<file path="src/rtl/kbd_event_decoder_if.sv">
// Byte-receiver and event-consumer signals of kbd_event_decoder.
// The master side drives bytes and ev_ready; the slave side is the decoder.
interface kbd_event_decoder_if;
  logic       ps2_ready;
  logic [7:0] ps2_byte;
  logic       ps2_overflow;
  logic       ps2_nextdata_n;
  logic       ev_valid;
  logic       ev_ready;
  logic [7:0] ev_code;
  logic       ev_ext;
  logic       ev_break;
  logic [3:0] ev_mods;

  modport master (
    output ps2_ready, ps2_byte, ps2_overflow, ev_ready,
    input  ps2_nextdata_n, ev_valid, ev_code, ev_ext, ev_break, ev_mods
  );

  modport slave (
    input  ps2_ready, ps2_byte, ps2_overflow, ev_ready,
    output ps2_nextdata_n, ev_valid, ev_code, ev_ext, ev_break, ev_mods
  );
endinterface

</file>
<file path="src/rtl/kbd_event_decoder.sv">
// PS/2 scancode-set-2 decoder: prefix parsing, modifier/caps tracking,
// optional typematic repeat filtering, and a first-word-fall-through event FIFO.
module kbd_event_decoder #(
  parameter int FIFO_DEPTH    = 8,
  parameter int REPORT_BREAK  = 1,
  parameter int REPEAT_FILTER = 1
) (
  input  logic               clk,
  input  logic               rst,
  kbd_event_decoder_if.slave bus,
  output logic               caps_lock,
  output logic               overflow,
  input  logic               clr_overflow
);
  localparam int AW = $clog2(FIFO_DEPTH);
  localparam logic [AW:0] DEPTH_C = FIFO_DEPTH[AW:0];

  typedef enum logic [1:0] {S_IDLE, S_EXT, S_BRK, S_PAUSE} state_t;

  typedef struct packed {
    logic [7:0] code;
    logic       ext;
    logic       brk;
    logic [3:0] mods;
  } event_t;

  state_t     state, state_nx;
  logic       ext_q, ext_nx;
  logic [2:0] cnt_q, cnt_nx;
  logic       nextdata_n;
  logic       accept;

  logic       key_valid, key_ext, key_brk, key_pause;
  logic [7:0] key_code;

  // {ralt, lalt, rctrl, lctrl, rshift, lshift}
  logic [5:0] mod_q, mod_nx;
  logic       caps_nx;
  logic       lm_valid, lm_valid_nx, lm_ext, lm_ext_nx;
  logic [7:0] lm_code, lm_code_nx;
  logic       fake, repeat_make, push_req;
  event_t     new_ev, head;

  event_t        mem [FIFO_DEPTH];
  logic [AW-1:0] wr_ptr, rd_ptr;
  logic [AW:0]   count;
  logic          pop, push, drop;

  function automatic logic is_noise(input logic [7:0] b);
    case (b)
      8'h00, 8'hAA, 8'hEE, 8'hFA, 8'hFC, 8'hFD, 8'hFE, 8'hFF: return 1'b1;
      default: return 1'b0;
    endcase
  endfunction

  assign accept             = bus.ps2_ready & nextdata_n;
  assign bus.ps2_nextdata_n = nextdata_n;

  always_ff @(posedge clk) begin
    if (rst) begin
      state      <= S_IDLE;
      ext_q      <= 1'b0;
      cnt_q      <= '0;
      nextdata_n <= 1'b1;
    end else begin
      state      <= state_nx;
      ext_q      <= ext_nx;
      cnt_q      <= cnt_nx;
      nextdata_n <= ~accept;
    end
  end

  always_comb begin
    state_nx  = state;
    ext_nx    = ext_q;
    cnt_nx    = cnt_q;
    key_valid = 1'b0;
    key_code  = bus.ps2_byte;
    key_ext   = 1'b0;
    key_brk   = 1'b0;
    key_pause = 1'b0;
    if (bus.ps2_overflow) begin
      state_nx = S_IDLE;
    end else if (accept) begin
      unique case (state)
        S_IDLE: begin
          if (bus.ps2_byte == 8'hE0) begin
            state_nx = S_EXT;
          end else if (bus.ps2_byte == 8'hF0) begin
            state_nx = S_BRK;
            ext_nx   = 1'b0;
          end else if (bus.ps2_byte == 8'hE1) begin
            state_nx = S_PAUSE;
            cnt_nx   = 3'd7;
          end else if (!is_noise(bus.ps2_byte)) begin
            key_valid = 1'b1;
          end
        end
        S_EXT: begin
          if (bus.ps2_byte == 8'hF0) begin
            state_nx = S_BRK;
            ext_nx   = 1'b1;
          end else if (bus.ps2_byte != 8'hE0) begin
            key_valid = 1'b1;
            key_ext   = 1'b1;
            state_nx  = S_IDLE;
          end
        end
        S_BRK: begin
          if (bus.ps2_byte == 8'hE0) begin
            ext_nx = 1'b1;
          end else if (bus.ps2_byte != 8'hF0) begin
            key_valid = 1'b1;
            key_ext   = ext_q;
            key_brk   = 1'b1;
            state_nx  = S_IDLE;
          end
        end
        S_PAUSE: begin
          cnt_nx = cnt_q - 3'd1;
          if (cnt_q == 3'd1) begin
            key_valid = 1'b1;
            key_pause = 1'b1;
            key_code  = 8'h77;
            key_ext   = 1'b1;
            state_nx  = S_IDLE;
          end
        end
        default: state_nx = S_IDLE;
      endcase
    end
  end

  // Pause bypasses repeat detection and never touches last_make.
  always_comb begin
    mod_nx      = mod_q;
    caps_nx     = caps_lock;
    lm_valid_nx = lm_valid;
    lm_ext_nx   = lm_ext;
    lm_code_nx  = lm_code;
    push_req    = 1'b0;
    fake        = key_ext & ((key_code == 8'h12) | (key_code == 8'h59));
    repeat_make = ~key_brk & ~key_pause & lm_valid & (lm_ext == key_ext) & (lm_code == key_code);
    if (key_valid & ~fake) begin
      case ({key_ext, key_code})
        9'h012:  mod_nx[0] = ~key_brk;
        9'h059:  mod_nx[1] = ~key_brk;
        9'h014:  mod_nx[2] = ~key_brk;
        9'h114:  mod_nx[3] = ~key_brk;
        9'h011:  mod_nx[4] = ~key_brk;
        9'h111:  mod_nx[5] = ~key_brk;
        default: ;
      endcase
      if (~key_brk & ~repeat_make & ~key_pause & ~key_ext & (key_code == 8'h58))
        caps_nx = ~caps_lock;
      if (key_brk) begin
        if (lm_valid & (lm_ext == key_ext) & (lm_code == key_code))
          lm_valid_nx = 1'b0;
      end else if (~repeat_make & ~key_pause) begin
        lm_valid_nx = 1'b1;
        lm_ext_nx   = key_ext;
        lm_code_nx  = key_code;
      end
      push_req = (~key_brk | (REPORT_BREAK != 0)) & ~(repeat_make & (REPEAT_FILTER != 0));
    end
  end

  always_comb begin
    new_ev.code = key_code;
    new_ev.ext  = key_ext;
    new_ev.brk  = key_brk;
    new_ev.mods = {caps_nx, mod_nx[5] | mod_nx[4], mod_nx[1] | mod_nx[0], mod_nx[3] | mod_nx[2]};
  end

  always_ff @(posedge clk) begin
    if (rst) begin
      mod_q     <= '0;
      caps_lock <= 1'b0;
      lm_valid  <= 1'b0;
      lm_ext    <= 1'b0;
      lm_code   <= '0;
    end else begin
      mod_q     <= mod_nx;
      caps_lock <= caps_nx;
      lm_valid  <= lm_valid_nx;
      lm_ext    <= lm_ext_nx;
      lm_code   <= lm_code_nx;
    end
  end

  assign bus.ev_valid = (count != '0);
  assign pop          = bus.ev_valid & bus.ev_ready;
  assign push         = push_req & ((count < DEPTH_C) | pop);
  assign drop         = push_req & ~push;
  assign head         = mem[rd_ptr];

  // Outputs read as zero while empty so the reset values hold without clearing storage.
  assign bus.ev_code  = bus.ev_valid ? head.code : '0;
  assign bus.ev_ext   = bus.ev_valid & head.ext;
  assign bus.ev_break = bus.ev_valid & head.brk;
  assign bus.ev_mods  = bus.ev_valid ? head.mods : '0;

  always_ff @(posedge clk) begin
    if (push) mem[wr_ptr] <= new_ev;
  end

  always_ff @(posedge clk) begin
    if (rst) begin
      wr_ptr <= '0;
      rd_ptr <= '0;
      count  <= '0;
    end else begin
      if (push) wr_ptr <= wr_ptr + AW'(1);
      if (pop)  rd_ptr <= rd_ptr + AW'(1);
      case ({push, pop})
        2'b10:   count <= count + (AW+1)'(1);
        2'b01:   count <= count - (AW+1)'(1);
        default: count <= count;
      endcase
    end
  end

  always_ff @(posedge clk) begin
    if (rst)                          overflow <= 1'b0;
    else if (drop | bus.ps2_overflow) overflow <= 1'b1;
    else if (clr_overflow)            overflow <= 1'b0;
  end
endmodule

</file>
<file path="src/flat_wrapper.sv">
// flat-port wrapper written by rule: the top's interface ports become plain ports
module kbd_event_decoder_flat 
#(
  parameter int FIFO_DEPTH    = 8,
  parameter int REPORT_BREAK  = 1,
  parameter int REPEAT_FILTER = 1
)
  (clk, rst, caps_lock, overflow, clr_overflow, bus_ps2_ready, bus_ps2_byte, bus_ps2_overflow, bus_ev_ready, bus_ps2_nextdata_n, bus_ev_valid, bus_ev_code, bus_ev_ext, bus_ev_break, bus_ev_mods);
  kbd_event_decoder_if bus_i ();
  input  logic clk;
  input  logic rst;
  output logic caps_lock;
  output logic overflow;
  input  logic clr_overflow;
  input wire logic [$bits(bus_i.ps2_ready)-1:0] bus_ps2_ready;
  input wire logic [$bits(bus_i.ps2_byte)-1:0] bus_ps2_byte;
  input wire logic [$bits(bus_i.ps2_overflow)-1:0] bus_ps2_overflow;
  input wire logic [$bits(bus_i.ev_ready)-1:0] bus_ev_ready;
  output wire logic [$bits(bus_i.ps2_nextdata_n)-1:0] bus_ps2_nextdata_n;
  output wire logic [$bits(bus_i.ev_valid)-1:0] bus_ev_valid;
  output wire logic [$bits(bus_i.ev_code)-1:0] bus_ev_code;
  output wire logic [$bits(bus_i.ev_ext)-1:0] bus_ev_ext;
  output wire logic [$bits(bus_i.ev_break)-1:0] bus_ev_break;
  output wire logic [$bits(bus_i.ev_mods)-1:0] bus_ev_mods;
  assign bus_i.ps2_ready = bus_ps2_ready;
  assign bus_i.ps2_byte = bus_ps2_byte;
  assign bus_i.ps2_overflow = bus_ps2_overflow;
  assign bus_i.ev_ready = bus_ev_ready;
  assign bus_ps2_nextdata_n = bus_i.ps2_nextdata_n;
  assign bus_ev_valid = bus_i.ev_valid;
  assign bus_ev_code = bus_i.ev_code;
  assign bus_ev_ext = bus_i.ev_ext;
  assign bus_ev_break = bus_i.ev_break;
  assign bus_ev_mods = bus_i.ev_mods;
  kbd_event_decoder #(.FIFO_DEPTH(FIFO_DEPTH), .REPORT_BREAK(REPORT_BREAK), .REPEAT_FILTER(REPEAT_FILTER)) u_core (.clk(clk), .rst(rst), .bus(bus_i), .caps_lock(caps_lock), .overflow(overflow), .clr_overflow(clr_overflow));
endmodule
</file>
<file path="config.mk">
export PLATFORM = sky130hd
export DESIGN_NAME = kbd_event_decoder_flat
export DESIGN_NICKNAME = d
export VERILOG_FILES = /design/src/rtl/kbd_event_decoder_if.sv /design/src/rtl/kbd_event_decoder.sv /design/src/flat_wrapper.sv
export SDC_FILE = /design/constraint.sdc
export NUM_CORES = 1
export LEC_CHECK = 0
export ABC_AREA = 1
export CAP_MARGIN = 40
export CORE_ASPECT_RATIO = 0.7
export CORE_MARGIN = 2
export CORE_UTILIZATION = 47
export DETAILED_ROUTE_END_ITERATION = 7
export PLACE_DENSITY_LB_ADDON = 0.1
export SYNTH_ARGS = -nofsm -noshare
export SYNTH_HDL_FRONTEND = slang
export SYNTH_SLANG_ARGS = --single-unit
</file>
<file path="constraint.sdc">
create_clock -name clk -period 4.3 [get_ports clk]
set_clock_uncertainty 0.05 [all_clocks]
set_input_delay 1.29 -clock clk [delete_from_list [all_inputs] [get_ports clk]]
set_output_delay 1.29 -clock clk [all_outputs]
set_load 0.01 [all_outputs]
</file>
==> metrics, run 1 <==
status complete, no violations; Core Region about 0.014 mm^2; DRT Pass-1 Iters 5; Yosys cell types 38; Data required, critical path 2960 ps; post-DP HPWL 10100 um; DIE WIDTH approximately 150 um; hold-fix buffer count after cts 0; final critical path time including I/O delays and setup slightly below 4000 ps; GRT Overall Usage 0.217; sw power ~1400 uW; htree depth 4; Placement Setup Slack -117 ps; largest net degree at the start of global routing between 50 and 60; diodes inserted 0; fin nets slightly below 800; Sw Ratio 0.318; EDFF count, synth 112; initial drt markers 457; Avg Cell Area, Syn 9.58 um^2; postcts setup bufs 0; Worst EP arrival around 2600 ps; antenna-violating nets left 0; initial antenna violation count 0; first-pass GRT wire length 25600 um; fmax roughly 0.25 GHz; Internal 3030 uW; via count roughly 5.1k; Remaining DRCs 0; syn_nets 730; count of state elements after synthesis 150; Pwr Density 544 mW/mm^2; cell row count 36; VDD IR-drop max 0.000370 V; final core utilization 0.583; cell area after synthesis 0.00674 mm^2; wire length per cell 16.5 um; Hold WS 400 ps; Fin. Hold Viols 0; Critical Path Sink Type output pin; Hold Path Class flip-flop to flip-flop; # IOs 32; CP Class flip-flop to output pin; number of global-route vias before repair 4822; Final WS setup 351 ps; commonest cells after routing, fill and taps aside nor2_1, nand2_1, edfxtp_1; layout cell share with drive strength beyond 1 0.114; maxcap violations 0; total routed wirelength 15900 um; Ys Warns 0; TritonCTS Buffers 17; clock latency on the worst-skew pair 420 ps; relative slew slack 0.550; Post-Syn Instances 704; Tcrit/Tclk final 0.918; max-slew violations 0; Initial Utilization 0.483; clock share of power 0.356; Final GP Congestion 0.896; Logic pwr share 0.273; total power 4430 uW; post-synthesis sequential area ratio 0.612; Port Buffers 31; Tightest Pin Transition 674 ps; Sequential Power Share 0.371; die area 0.0153 mm^2; setup_tns 0 ps; clock sinks 150; area delta synth->final 20.8%; aggregate global routing overflow 0; chip height 104 um; most common library cell in the layout ignoring fill and taps nor2_1; Async SR Flop Fraction 0; Root Buffer clkbuf_16; Top FF cell, synth edfxtp_1; CP Max Fanout 56; via/cell ratio around 5.3; Clock transition at path regs 60 ps; final setup violation count 0; Startpoint Class flip-flop; clk buf depth 2; Leak 0.00317 uW; CTS tree yes; RSZ-0062 raised after global routing no
repair_timing:
item / 4_1_cts / 5_1_grt
setup endpoints to repair: 0 / 1
hold endpoints to repair: 0 / 0
gates resized for setup: 0 / 1
path summary, 6_finish.rpt:
check / start / endpoint / slack, ps / depth (start not counted)
min: u_core.lm_valid / u_core.lm_valid / 400 / 2
max: flip-flop / bus_ev_code[5] / 350 / 6
max reg2reg: u_core.state[0] / u_core.count[2] / 1160 / 21
min reg2reg: u_core.lm_valid / u_core.lm_valid / 400 / 2
cell families after synthesis:
family,Yosys count,share of synthesized area
AND/OR/NAND/NOR,311,0.196
flip-flops,150,0.612
AO/OA/AOI/OAI,138,0.113
buffers and inverters,89,0.0514
adder cells (fa/ha/maj),12,0.0223
XOR/XNOR,4,0.00520
sequential cells by signal, summed over array words and instances (netlist names), 2 cells and up, named ones only:
register / count
u_core.state: 2
u_core.mem: 112
u_core.mod_q: 6
u_core.wr_ptr: 3
u_core.rd_ptr: 3
u_core.lm_code: 8
u_core.count: 4
u_core.cnt_q: 3
routing by layer:
layer	up-vias	routed length, um	GRT usage	part of all wire
met5	-	0	0	0
met4	0	175	0.0659	0.011
met3	14	912	0.0474	0.057
met2	135	6950	0.314	0.44
met1	2395	7820	0.327	0.49
li1	2513	-	-	-
synth_stat cells, types with 10 or more instances:
library cell    n  area share
o22ai_1        14       0.013
nand3_1        21       0.016
inv_1          59       0.033
nor2_1        142       0.079
a21oi_1        17       0.013
ha_1           12       0.022
o21ai_0        83       0.062
dfxtp_1        38        0.11
edfxtp_1      112        0.50
nand2_1       112       0.062
nor3_1         10      0.0074
a31oi_1        14       0.013
clkbuf_1       23       0.013
worst max-delay path: stages, from the launching register on:
cell	delay, ps
dfxtp_1	320
buf_4	480
o21ai_0	190
o22ai_1	160
o21ai_0	150
a31oi_1	250
clkdlybuf4s50_1	580
area by class of cell:
| class | instances | area (um^2) |
|---|---|---|
| Timing Repair Buffer | 62 | 618 |
| Clock inverter | 15 | 200 |
| Multi-Input combinational cell | 465 | 2300 |
| Inverter | 64 | 240 |
| Fill cell | 1208 | 5820 |
| Sequential cell | 150 | 4120 |
| Tap cell | 190 | 238 |
| Clock buffer | 17 | 425 |
power by group through the flow:
stage,logic [uW],clock network [uW],registers [uW]
after CTS,1220,1600,1640
after detailed placement,1210,0,1680
after floorplan,701,0,1670
final,1210,1580,1650
after global placement,1190,0,1670
after global routing,1350,1670,1650
metrics by stage:
stage          instances  instance area [um^2]
2_1_floorplan        704                  6740
3_3_place_gp         931                  7510
3_5_place_dp         931                  7510
4_1_cts              963                  8140
5_1_grt              963                  8140
6_report             963                  8140
Note: power is estimated with default switching activity, not from simulation.
==> run 2: changes to the inputs <==
- SLEW_MARGIN: unset -> 15
- clock period: 4.3 -> 4.97 ns (I/O delays scaled with it)
==> run 2 against run 1 <==
  * Register-to-register slack better by 500 ps
  * Design area is 2.5% lower
  * Sequential share of layout area is 1.3 points higher
  * Highest routed layer unchanged
==> metrics, run 2 (synthesis results as in run 1) <==
# IOs 32 (unchanged); maxcap violations 0 (unchanged); setup_tns 0 ps (unchanged); max FFs per register 112 (unchanged); fin nets 777 (-1.1%); PostCTS Resize Cnt 0 (unchanged); number of global-route vias before repair 4886 (+1.3%); Remaining DRCs 0 (unchanged); CP Class input port to flip-flop; first-pass GRT wire length 25500 um (-0.38%); Tightest Pin Transition 763 ps (+88.4 ps); Core Region 0.0140 mm^2 (unchanged); Pwr Density 467 mW/mm^2 (-14%); Root Buffer clkbuf_16; layout cell share with drive strength beyond 1 0.105 (-0.00913); max-slew violations 0 (unchanged); crit-path max cell delay 450 ps (-130 ps); wire length per cell 16.7 um (+1.4%); clock sinks 150 (unchanged); final setup violation count 0 (unchanged); Data required, critical path 5240 ps (+2280 ps); Final WS setup 664 ps (+313 ps); commonest cells after routing, fill and taps aside nor2_1, nand2_1, edfxtp_1; antenna-violating nets left 0 (unchanged); clock latency on the worst-skew pair 420 ps (about the same); via/cell ratio 5.28 (+0.62%); Hold Path Class flip-flop to flip-flop; hold-fix buffer count after cts 0 (unchanged); most frequent CP cell nand2_1; Port Buffers 31 (unchanged); Clock transition at path regs 70 ps (about the same); post-DP HPWL 10100 um (-0.45%); CP max-delay cell clkdlybuf4s50_1; most common library cell in the layout ignoring fill and taps nor2_1; relative slew slack 0.491 (-0.0590); total routed wirelength 15900 um (+0.49%); GRT Overall Usage 0.219 (+0.00202); Placement Setup Slack 256 ps (+373 ps); CP Max Fanout 17 (-70%); biggest regs u_core.mem: 112 flops, u_core.lm_code: 8 flops, u_core.mod_q: 6 flops; Worst EP arrival 4580 ps (+1970 ps); clk buf depth 2 (unchanged); die area 0.0153 mm^2 (unchanged); crit-path cells clkdlybuf4s50_1 -> nand2_1 -> nor2_2 -> nand2_2 -> nand2_1 -> nand2_1 -> nand2_1 -> nand2_1 -> nor2_1 -> nand2_1 -> nor2_4 -> nand2_4 -> nand3_2 -> ha_1 -> nand2_1 -> inv_1 -> nor2_1 -> ha_1 -> a21oi_1 -> xor2_1 -> o21ai_0 -> inv_1; status complete, no violations; CTS tree yes; diodes inserted 0 (unchanged); htree depth 4 (unchanged); area delta synth->final 17.8%; aggregate global routing overflow 0 (unchanged); DRT Pass-1 Iters 5 (unchanged); cell row count 36 (unchanged); largest net degree at the start of global routing 57 (unchanged); postcts setup bufs 0 (unchanged); fmax 0.232 GHz; initial antenna violation count 0 (unchanged); Critical Path Sink Type flip-flop; Leak 0.00307 uW (-3.3%); final critical path time including I/O delays and setup 4310 ps; DIE WIDTH 147 um (unchanged); Fin. Hold Viols 0 (unchanged); RSZ-0062 raised after global routing no; initial drt markers 415 (-9.2%); Final GP Congestion 0.860 (-4.0%); TritonCTS Buffers 17 (unchanged); Tcrit/Tclk final 0.866; Initial Utilization 0.483 (unchanged); Biggest register u_core.mem; chip height 104 um (unchanged); VDD IR-drop max 0.000268 V (-28%); Startpoint Class input port; via count 5041 (-0.32%)
## run 2: cell type report
class	count	area [um^2]
clock buffers	17	425
clock inverters	15	145
fillers	1200	6020
inverters	64	240
multi-input cells	465	2290
flip-flops and latches	150	4120
well taps	190	238
repair buffers	53	475
## run 2: routing by layer
metal,global-route usage,up-vias,wire length [um],share of wire
met5,0,-,0,0
met4,0.0817,0,235,0.015
met3,0.0412,22,845,0.053
met2,0.326,122,7000,0.44
met1,0.321,2408,7860,0.49
li1,-,2489,-,-
## run 2: through the flow
step           area, um^2  hold WS, ps  utilization  power, uW  cells
2_1_floorplan        6740          375            -       2050    704
3_3_place_gp         7370          385        0.528       2480    922
3_5_place_dp         7370          391        0.528       2490    922
4_1_cts              7940          399        0.569       3740    954
5_1_grt              7940          428        0.569       3900    954
6_report             7940          401        0.569       3710    954
## run 2: path summary, 6_finish.rpt
check,from,end,slack (ps),cells past startpoint
setup / recovery,bus_ps2_ready,u_core.count[2],660,22
hold / removal,u_core.lm_valid,u_core.lm_valid,400,2
setup reg to reg,u_core.state[0],u_core.count[2],1660,22
hold reg to reg,u_core.lm_valid,u_core.lm_valid,400,2
## run 2: report_power, final
group	leakage, uW	internal, uW	switching, uW
Sequential	0.00133	1390	36.2
Clock	0.000277	701	537
Combinational	0.00146	407	635
## run 2: worst max-delay path, delay by kind of cell
kind	cells	cell delay [ps]
AOI/OAI and AO/OA	2	300
xor gates and xnor gates	1	80
adders and majority gates	2	400
buffers and inverters	3	580
and+or+nand+nor	14	1720
